## config.mk

```make
export PLATFORM = sky130hd
export DESIGN_NAME = adder16_seq_flat
export DESIGN_NICKNAME = d
export VERILOG_FILES = /design/src/rtl/adder16_seq_if.sv /design/src/rtl/adder16_seq.sv /design/src/flat_wrapper.sv
export SDC_FILE = /design/constraint.sdc
export NUM_CORES = 1
export LEC_CHECK = 0
export CORE_MARGIN = 3
export CORE_UTILIZATION = 41
export DETAILED_ROUTE_END_ITERATION = 6
export GPL_ROUTABILITY_DRIVEN = 0
export PLACE_DENSITY_LB_ADDON = 0.1
export SLEW_MARGIN = 20
export SYNTH_ARGS = -nofsm -noshare
export SYNTH_HDL_FRONTEND = slang
export SYNTH_SLANG_ARGS = --single-unit
export TNS_END_PERCENT = 1
```

## constraint.sdc

```tcl
create_clock -name clk -period 1.3 [get_ports clk]
set_input_delay 0.13 -clock clk [delete_from_list [all_inputs] [get_ports clk]]
set_output_delay 0.13 -clock clk [all_outputs]
set_load 0.05 [all_outputs]
```

## src/rtl/adder16_seq_if.sv

```systemverilog
// Request, response and adder-slice signals of the wide add/subtract sequencer.
// slave = sequencer side, master = issue logic / consumer / adder side.
interface adder16_seq_if #(
  parameter int unsigned WORDS = 2
);
  localparam int unsigned W = 16 * WORDS;

  logic         req_valid;
  logic         req_ready;
  logic [1:0]   req_op;
  logic [W-1:0] req_a;
  logic [W-1:0] req_b;

  logic         rsp_valid;
  logic         rsp_ready;
  logic [W-1:0] rsp_sum;
  logic [4:0]   rsp_flags;

  logic [15:0]  add_a;
  logic [15:0]  add_b;
  logic         add_c0;
  logic [15:0]  add_sum;
  logic         add_cf;
  logic         add_of;
  logic         add_sf;

  modport slave (
    input  req_valid, req_op, req_a, req_b, rsp_ready,
    input  add_sum, add_cf, add_of, add_sf,
    output req_ready, rsp_valid, rsp_sum, rsp_flags,
    output add_a, add_b, add_c0
  );

  modport master (
    output req_valid, req_op, req_a, req_b, rsp_ready,
    output add_sum, add_cf, add_of, add_sf,
    input  req_ready, rsp_valid, rsp_sum, rsp_flags,
    input  add_a, add_b, add_c0
  );
endinterface

```

## src/rtl/adder16_seq.sv

```systemverilog
// Multi-cycle wide ADD/SUB/ADC/SBB sequencer driving a shared 16-bit adder slice, LSB chunk first.
// Define ADDER16_SEQ_CHAIN_EN to keep a saved carry across requests for ADC/SBB chaining.
module adder16_seq #(
  parameter int unsigned WORDS = 2
) (
  input logic          clk,
  input logic          rst_n,
  adder16_seq_if.slave bus
);
  localparam int unsigned W     = 16 * WORDS;
  localparam int unsigned IDXW  = (WORDS > 1) ? $clog2(WORDS) : 1;
  localparam int unsigned TOPSH = W - 16;

  typedef enum logic [1:0] {IDLE, RUN, DONE} state_t;

  state_t          state;
  logic [IDXW-1:0] idx;
  logic [W-1:0]    a_rest;
  logic [W-1:0]    b_rest;
  logic            sub_q;
  logic            zf_acc;
  logic            pf_acc;

  logic            cin_c;
  logic            cf_fin_c;
  logic            zf_nxt_c;
  logic            pf_nxt_c;
  logic [W-1:0]    sum_nxt_c;

`ifdef ADDER16_SEQ_CHAIN_EN
  logic saved_cf;
  // ADC takes the saved carry, SBB the inverted saved borrow
  assign cin_c = bus.req_op[1] ? (saved_cf ^ bus.req_op[0]) : bus.req_op[0];
`else
  logic unused_op_hi;
  assign unused_op_hi = bus.req_op[1];
  assign cin_c        = bus.req_op[0];
`endif

  assign cf_fin_c  = bus.add_cf ^ sub_q;
  assign zf_nxt_c  = zf_acc & (bus.add_sum == 16'h0000);
  assign pf_nxt_c  = pf_acc ^ (^bus.add_sum);
  // Chunks enter at the top and shift down, so after WORDS steps the LSB chunk sits at bit 0
  assign sum_nxt_c = (bus.rsp_sum >> 16) | (W'(bus.add_sum) << TOPSH);

  always_ff @(posedge clk) begin
    if (!rst_n) begin
      state         <= IDLE;
      idx           <= '0;
      a_rest        <= '0;
      b_rest        <= '0;
      sub_q         <= 1'b0;
      zf_acc        <= 1'b1;
      pf_acc        <= 1'b0;
      bus.req_ready <= 1'b1;
      bus.rsp_valid <= 1'b0;
      bus.rsp_sum   <= '0;
      bus.rsp_flags <= 5'b00000;
      bus.add_a     <= 16'h0000;
      bus.add_b     <= 16'h0000;
      bus.add_c0    <= 1'b0;
`ifdef ADDER16_SEQ_CHAIN_EN
      saved_cf      <= 1'b0;
`endif
    end else begin
      case (state)
        IDLE: begin
          if (bus.req_valid) begin
            state         <= RUN;
            idx           <= '0;
            a_rest        <= bus.req_a >> 16;
            b_rest        <= bus.req_b >> 16;
            sub_q         <= bus.req_op[0];
            zf_acc        <= 1'b1;
            pf_acc        <= 1'b0;
            bus.req_ready <= 1'b0;
            bus.add_a     <= bus.req_a[15:0];
            bus.add_b     <= bus.req_b[15:0] ^ {16{bus.req_op[0]}};
            bus.add_c0    <= cin_c;
          end
        end
        RUN: begin
          bus.rsp_sum <= sum_nxt_c;
          zf_acc      <= zf_nxt_c;
          pf_acc      <= pf_nxt_c;
          idx         <= idx + IDXW'(1);
          if (idx == IDXW'(WORDS - 1)) begin
            state         <= DONE;
            idx           <= idx;
            bus.rsp_valid <= 1'b1;
            bus.rsp_flags <= {bus.add_sf, cf_fin_c, bus.add_of, pf_nxt_c, zf_nxt_c};
            bus.add_a     <= 16'h0000;
            bus.add_b     <= 16'h0000;
            bus.add_c0    <= 1'b0;
`ifdef ADDER16_SEQ_CHAIN_EN
            saved_cf      <= cf_fin_c;
`endif
          end else begin
            a_rest     <= a_rest >> 16;
            b_rest     <= b_rest >> 16;
            bus.add_a  <= a_rest[15:0];
            bus.add_b  <= b_rest[15:0] ^ {16{sub_q}};
            bus.add_c0 <= bus.add_cf;
          end
        end
        DONE: begin
          if (bus.rsp_ready) begin
            state         <= IDLE;
            bus.rsp_valid <= 1'b0;
            bus.req_ready <= 1'b1;
          end
        end
        default: state <= IDLE;
      endcase
    end
  end
endmodule

```

## src/flat_wrapper.sv

```systemverilog
// flat-port wrapper written by rule: the top's interface ports become plain ports
module adder16_seq_flat 
#(
  parameter int unsigned WORDS = 2
)
  (clk, rst_n, bus_req_valid, bus_req_op, bus_req_a, bus_req_b, bus_rsp_ready, bus_add_sum, bus_add_cf, bus_add_of, bus_add_sf, bus_req_ready, bus_rsp_valid, bus_rsp_sum, bus_rsp_flags, bus_add_a, bus_add_b, bus_add_c0);
  adder16_seq_if #(.WORDS(WORDS)) bus_i ();
  input logic clk;
  input logic rst_n;
  input wire logic [$bits(bus_i.req_valid)-1:0] bus_req_valid;
  input wire logic [$bits(bus_i.req_op)-1:0] bus_req_op;
  input wire logic [$bits(bus_i.req_a)-1:0] bus_req_a;
  input wire logic [$bits(bus_i.req_b)-1:0] bus_req_b;
  input wire logic [$bits(bus_i.rsp_ready)-1:0] bus_rsp_ready;
  input wire logic [$bits(bus_i.add_sum)-1:0] bus_add_sum;
  input wire logic [$bits(bus_i.add_cf)-1:0] bus_add_cf;
  input wire logic [$bits(bus_i.add_of)-1:0] bus_add_of;
  input wire logic [$bits(bus_i.add_sf)-1:0] bus_add_sf;
  output wire logic [$bits(bus_i.req_ready)-1:0] bus_req_ready;
  output wire logic [$bits(bus_i.rsp_valid)-1:0] bus_rsp_valid;
  output wire logic [$bits(bus_i.rsp_sum)-1:0] bus_rsp_sum;
  output wire logic [$bits(bus_i.rsp_flags)-1:0] bus_rsp_flags;
  output wire logic [$bits(bus_i.add_a)-1:0] bus_add_a;
  output wire logic [$bits(bus_i.add_b)-1:0] bus_add_b;
  output wire logic [$bits(bus_i.add_c0)-1:0] bus_add_c0;
  assign bus_i.req_valid = bus_req_valid;
  assign bus_i.req_op = bus_req_op;
  assign bus_i.req_a = bus_req_a;
  assign bus_i.req_b = bus_req_b;
  assign bus_i.rsp_ready = bus_rsp_ready;
  assign bus_i.add_sum = bus_add_sum;
  assign bus_i.add_cf = bus_add_cf;
  assign bus_i.add_of = bus_add_of;
  assign bus_i.add_sf = bus_add_sf;
  assign bus_req_ready = bus_i.req_ready;
  assign bus_rsp_valid = bus_i.rsp_valid;
  assign bus_rsp_sum = bus_i.rsp_sum;
  assign bus_rsp_flags = bus_i.rsp_flags;
  assign bus_add_a = bus_i.add_a;
  assign bus_add_b = bus_i.add_b;
  assign bus_add_c0 = bus_i.add_c0;
  adder16_seq #(.WORDS(WORDS)) u_core (.clk(clk), .rst_n(rst_n), .bus(bus_i));
endmodule
```

* Word-level counts from Yosys, hierarchy flattened
Cells that the tools add are included.
Word-level totals: logic and storage cells 70, bits in latches 0, memories kept 0, input port bits 89, register bits after elaboration 142, RAM bits 0, ROM bits 0, output and inout bits 72
Operators by class: mux-type cells 30, eq/ne operators 6, div/mod/pow operators 0, multiply operators 0, reductions and logical operators 13, add/sub/neg operators 1, magnitude comparators 0, bitwise gates (word level) 6, shift operators 0
Operators with widths (number):
- 32-bit 2-to-1 mux | 4
- 32-bit case mux with 2 select lines | 2
- 16-bit 2-to-1 mux | 4
- 16-bit case mux with 2 select lines | 2
- 16-bit by 32-bit bitwise OR with 32-bit output | 1
- 16-bit bitwise XOR | 2
- 16-bit zero test | 1
- 16-bit XOR reduction | 1
- 1-bit case mux with 2 select lines | 6
- 3-bit AND reduction | 4
- 1-bit 2-to-1 mux | 8
- 2-bit 2-to-1 mux | 3
- 2-bit inequality test (second input constant) | 3
- 2-bit case mux with 3 select lines | 1
- 2-bit AND reduction | 3
- 2-bit nonzero test | 3
- 2-bit by 1-bit == test with 1-bit output (second input constant) | 1
- 2-bit == test (second input constant) | 1
- 2-bit zero test | 1
- 2-bit by 1-bit inequality test with 1-bit output (second input constant) | 1
- 1-bit bitwise XOR | 2
- 1-bit adder (second input constant) | 1
- 1-bit AND | 1

* Depth between registers and ports, before layout
depth after elaboration 3, gate-level depth with buffers 7, depth with buffers taken out 6

* Worst setup path before layout
No wires, ideal clock.
path type input to register, start point input bus_add_sum[14], end point register u_core.pf_acc, stages on the path 6, arrival time 1.219 ns, path slack -0.052 ns, library setup time 0.133 ns, data required time 1.167 ns, path buffers 0, cell sequence inv_1 ha_1 xor2_1 xnor3_1 nand4_1 o221ai_1
On the way: cells in the longest elaborated chain, start to end 3
RTL lines:
- start: declaration | line flat_wrapper.sv:15 | input wire logic [$bits(bus_i.add_sum)-1:0] bus_add_sum;
- 16-bit XOR reduction | line adder16_seq.sv:42 | assign pf_nxt_c = pf_acc ^ (^bus.add_sum);
- 1-bit bitwise XOR | line adder16_seq.sv:42
- 1-bit case mux with 2 select lines | line adder16_seq.sv:66 | case (state)
- end signal: assignment | line adder16_seq.sv:85 | pf_acc <= pf_nxt_c;
- end: declaration | line adder16_seq.sv:22 | logic pf_acc;
Every way passes these cells. A chain may end at the register's enable or synchronous reset.

* Final worst setup path
start point register u_core.state[0], end point register u_core.bus.rsp_sum[21]
On the way: cells in the longest elaborated chain, start to end 1
RTL lines:
- start: declaration | line adder16_seq.sv:16 | state_t state;
- start signal: assignment | line adder16_seq.sv:48 | state <= IDLE;
- start signal: assignment | line adder16_seq.sv:69 | state <= RUN;
- start signal: assignment | line adder16_seq.sv:88 | state <= DONE;
- 2-bit by 1-bit == test with 1-bit output | line adder16_seq.sv:66
- end signal: assignment | line adder16_seq.sv:83 | bus.rsp_sum <= sum_nxt_c;
- end: declaration | line adder16_seq_if.sv:30 | output req_ready, rsp_valid, rsp_sum, rsp_flags,
Every way passes these cells.

==> flow_summary.toml <==
[cells_and_area]
multi_input_area_sq_um = 2434
seqCellArea_sq_um = 2207
fin_util = 0.7249
nFillCells = 823
fin_cells = 867
n_antenna_cell = 0
drive_gt1_frac = 0.2558
nNetsFinal = 819
area_growth_pct = 68.36

[sta]
clock_skew_ps = 11.89
fin_crit_sh = 0.9937
finalHoldViolations = 0
finalCriticalPeriod_ps = 1292
setup_viol = 0
relSlewSlack = 0.7846
max_freq_mhz = 774.1
fin_setup_tns_ps = 0
rsz0062_at_grt = "true"
worst_pin_slew_ps = 320.6
slew_violations = 0

[detailed_routing]
ant_nets = 0
drc = 0
drt-pass1-iter-count = 4
wl_per_cell_um = 16.64
drt_iter0_markers = 219
vias = 4555
drt-vias-per-instance = 5.254
drt-total-wl_um = 14430

[die]
dieWidth_um = 113.9
rows = 38
core_sq_um = 11080
die_h_um = 113.9
die_area_sq_um = 12960
initial_core_util = 0.4305
num_io_pins = 161

[placement]
dp_hpwl_um = 10020
dp.cells = 847
io_buffers = 159

[critical_path]
cpLargestDelayFamily = "flip-flops"
crit_slowest_cell = "dfxtp_4"
reg2reg_from = "u_core.state[0]"
crit_start = "u_core.state[0]"
crit_path_max_fanout = 12
cp-end-kind = "flip-flop"
cp_data_arrival_time_ps = 1540
crit_type = "flip-flop to flip-flop"
path_cells = "nor2b_4, buf_6, clkbuf_16, nand2_1, a21oi_1"
cpPeakStageDelay_ps = 380
crit_required_ps = 1550
worst-path-buf-inv = 2
start_kind = "flip-flop"

[run]
cap_viol_max_count = 0

[global_route]
grt_overflow = 0
grt_usage = 0.2114
antenna_found_initial = 0
grt_pass1_vias = 4720
grt_start_max_net_pins = 41
grt_pass1_wl_um = 22370

[synthesis]
synth_area_sq_um = 4770
async_flop_share = 0
synthFlopType = "dfxtp_1"
yosys_warnings = 0
synth_edf_count = 0
ys_seq_area_frac = 0.4617
syn_area_per_cell_sq_um = 8.563
synth_top_area_frac = 0.4617
yosys-top-cells-area = "dfxtp_1 (46%), xnor2_1 (6.6%), a21oi_1 (6.3%)"
synth_top_cell_by_area = "dfxtp_1"
syn-num-nets = 654
synth_cell_types = 35
synthCells = 557
yosys_register_bits = 110

[clocking]
numCtsBuffers = 9
clock_path_buffers = 2
root_buffer = "clkbuf_16"
htree_levels = 3
cts_tree = "done"
clock_latency_ps = 340
clock-sinks = 110
clk_pin_slew_worst_paths_ps = 70
postCtsSetupRepairBufs = 0

[pwr]
power_density_nw_per_um2 = 1213
power_uw = 9744
leakage_uw = 0.003222
ir_worst_vdd_mv = 0.8110

[worst_hold_path]
min_path_type = "primary input to flip-flop"
min_from = "bus_add_sum[15]"

[status]
status = "complete, no violations"
==> registers in the layout, summed over array words and instances (netlist names) <==
signal,flops
u_core.bus.req_ready,1
u_core.bus.rsp_flags,5
u_core.bus.add_b,16
u_core.b_rest,16
u_core.zf_acc,1
u_core.pf_acc,1
u_core.bus.add_c0,1
u_core.sub_q,1
u_core.bus.rsp_sum,32
u_core.bus.add_a,16
u_core.a_rest,16
u_core.bus.rsp_valid,1
u_core.idx,1
u_core.state,2
==> final timing paths <==
| check | end | depth (start not counted) | slack (ps) |
|---|---|---|---|
| max | u_core.bus.rsp_sum[21] | 5 | 8 |
| min | u_core.bus.rsp_sum[31] | 3 | 90 |
| max reg2reg | u_core.bus.rsp_sum[21] | 5 | 8 |
| min reg2reg | u_core.bus.rsp_sum[14] | 2 | 490 |
==> cell usage in the layout, fill, tap and decap left out, types with 10 or more instances in the layout <==
| cell | n |
|---|---|
| dfxtp_1 | 108 |
| clkdlybuf4s50_1 | 70 |
| buf_12 | 78 |
| inv_1 | 23 |
| nor2_1 | 54 |
| a21oi_1 | 59 |
| o211a_1 | 15 |
| xnor2_1 | 34 |
| clkbuf_16 | 11 |
| inv_2 | 13 |
| nand2_1 | 72 |
| a311oi_1 | 12 |
| o21ai_0 | 19 |
| a22oi_2 | 10 |
| a22oi_1 | 22 |
| buf_4 | 25 |
| o221ai_1 | 16 |
==> synth_stat cells (3+ instances only) <==
library cell  instances
a21oi_1              60
a22oi_1              32
a311oi_1             16
buf_2                23
buf_4                 5
clkbuf_1             18
dfxtp_1             110
ha_1                  8
inv_1                35
nand2_1              74
nand2b_1              3
nand3_1               6
nand3b_1              3
nand4_1               3
nor2_1               55
o211a_1              15
o21ai_0              19
o221ai_1             16
or2_2                 3
xnor2_1              36
xor2_1                3
==> where the power goes <==
group          internal [uW]  leakage, uW  switching, uW
Sequential              3620     0.000904            254
Clock                   1520     0.000152           1280
Combinational           1540      0.00217           1530
Total                   6680      0.00322           3060
==> worst min-delay path: cells and delay by family <==
kind,cells,cell delay (ps)
compound gates,1,60
simple gates,1,80
buf+inv,1,90
==> metrics by stage <==
step           area, sq um  hold WS (ps)  setup slack (ps)
2_1_floorplan         4807         266.0             5.217
3_3_place_gp          7442         479.4            -535.9
3_5_place_dp          7442         484.0            -628.1
4_1_cts               7820         192.9             5.214
5_1_grt               8030         105.8            -54.15
6_report              8030         88.78             8.150
==> cells by family (layout without fill, tap and decap cells) <==
family	Yosys count	after routing	share of synthesized area
AOI/OAI and AO/OA	162	162	0.2295
xor gates and xnor gates	40	40	0.07634
adders and majority gates	8	8	0.02099
buffers and inverters	84	254	0.07765
DFF	110	110	0.4617
muxes	1	1	0.002099
and+or+nand+nor	152	152	0.1317
==> timing repair <==
item / CTS / global route
hold buffers: 0 / 0
cloned: 0 / 4
setup endpoints to repair: 79 / 86
pin swaps: 10 / 8
resized for setup: 37 / 44
==> layer usage <==
layer	vias to the layer above	track usage	routed length, um
met5	-	0	0
met2	168	0.3730	7275
li1	2243	-	-
met1	2119	0.2628	5861
met4	0	0.07363	284
met3	25	0.03183	1004
==> final cells by class <==
type	count	area share
clock buffer	9	0.02805
timing repair buffer	202	0.3457
clock inverter	7	0.009660
multi-input combinational	363	0.3031
inverter	36	0.01683
sequential	110	0.2749
tap	140	0.02181
Power figures use the tool's default switching activity.
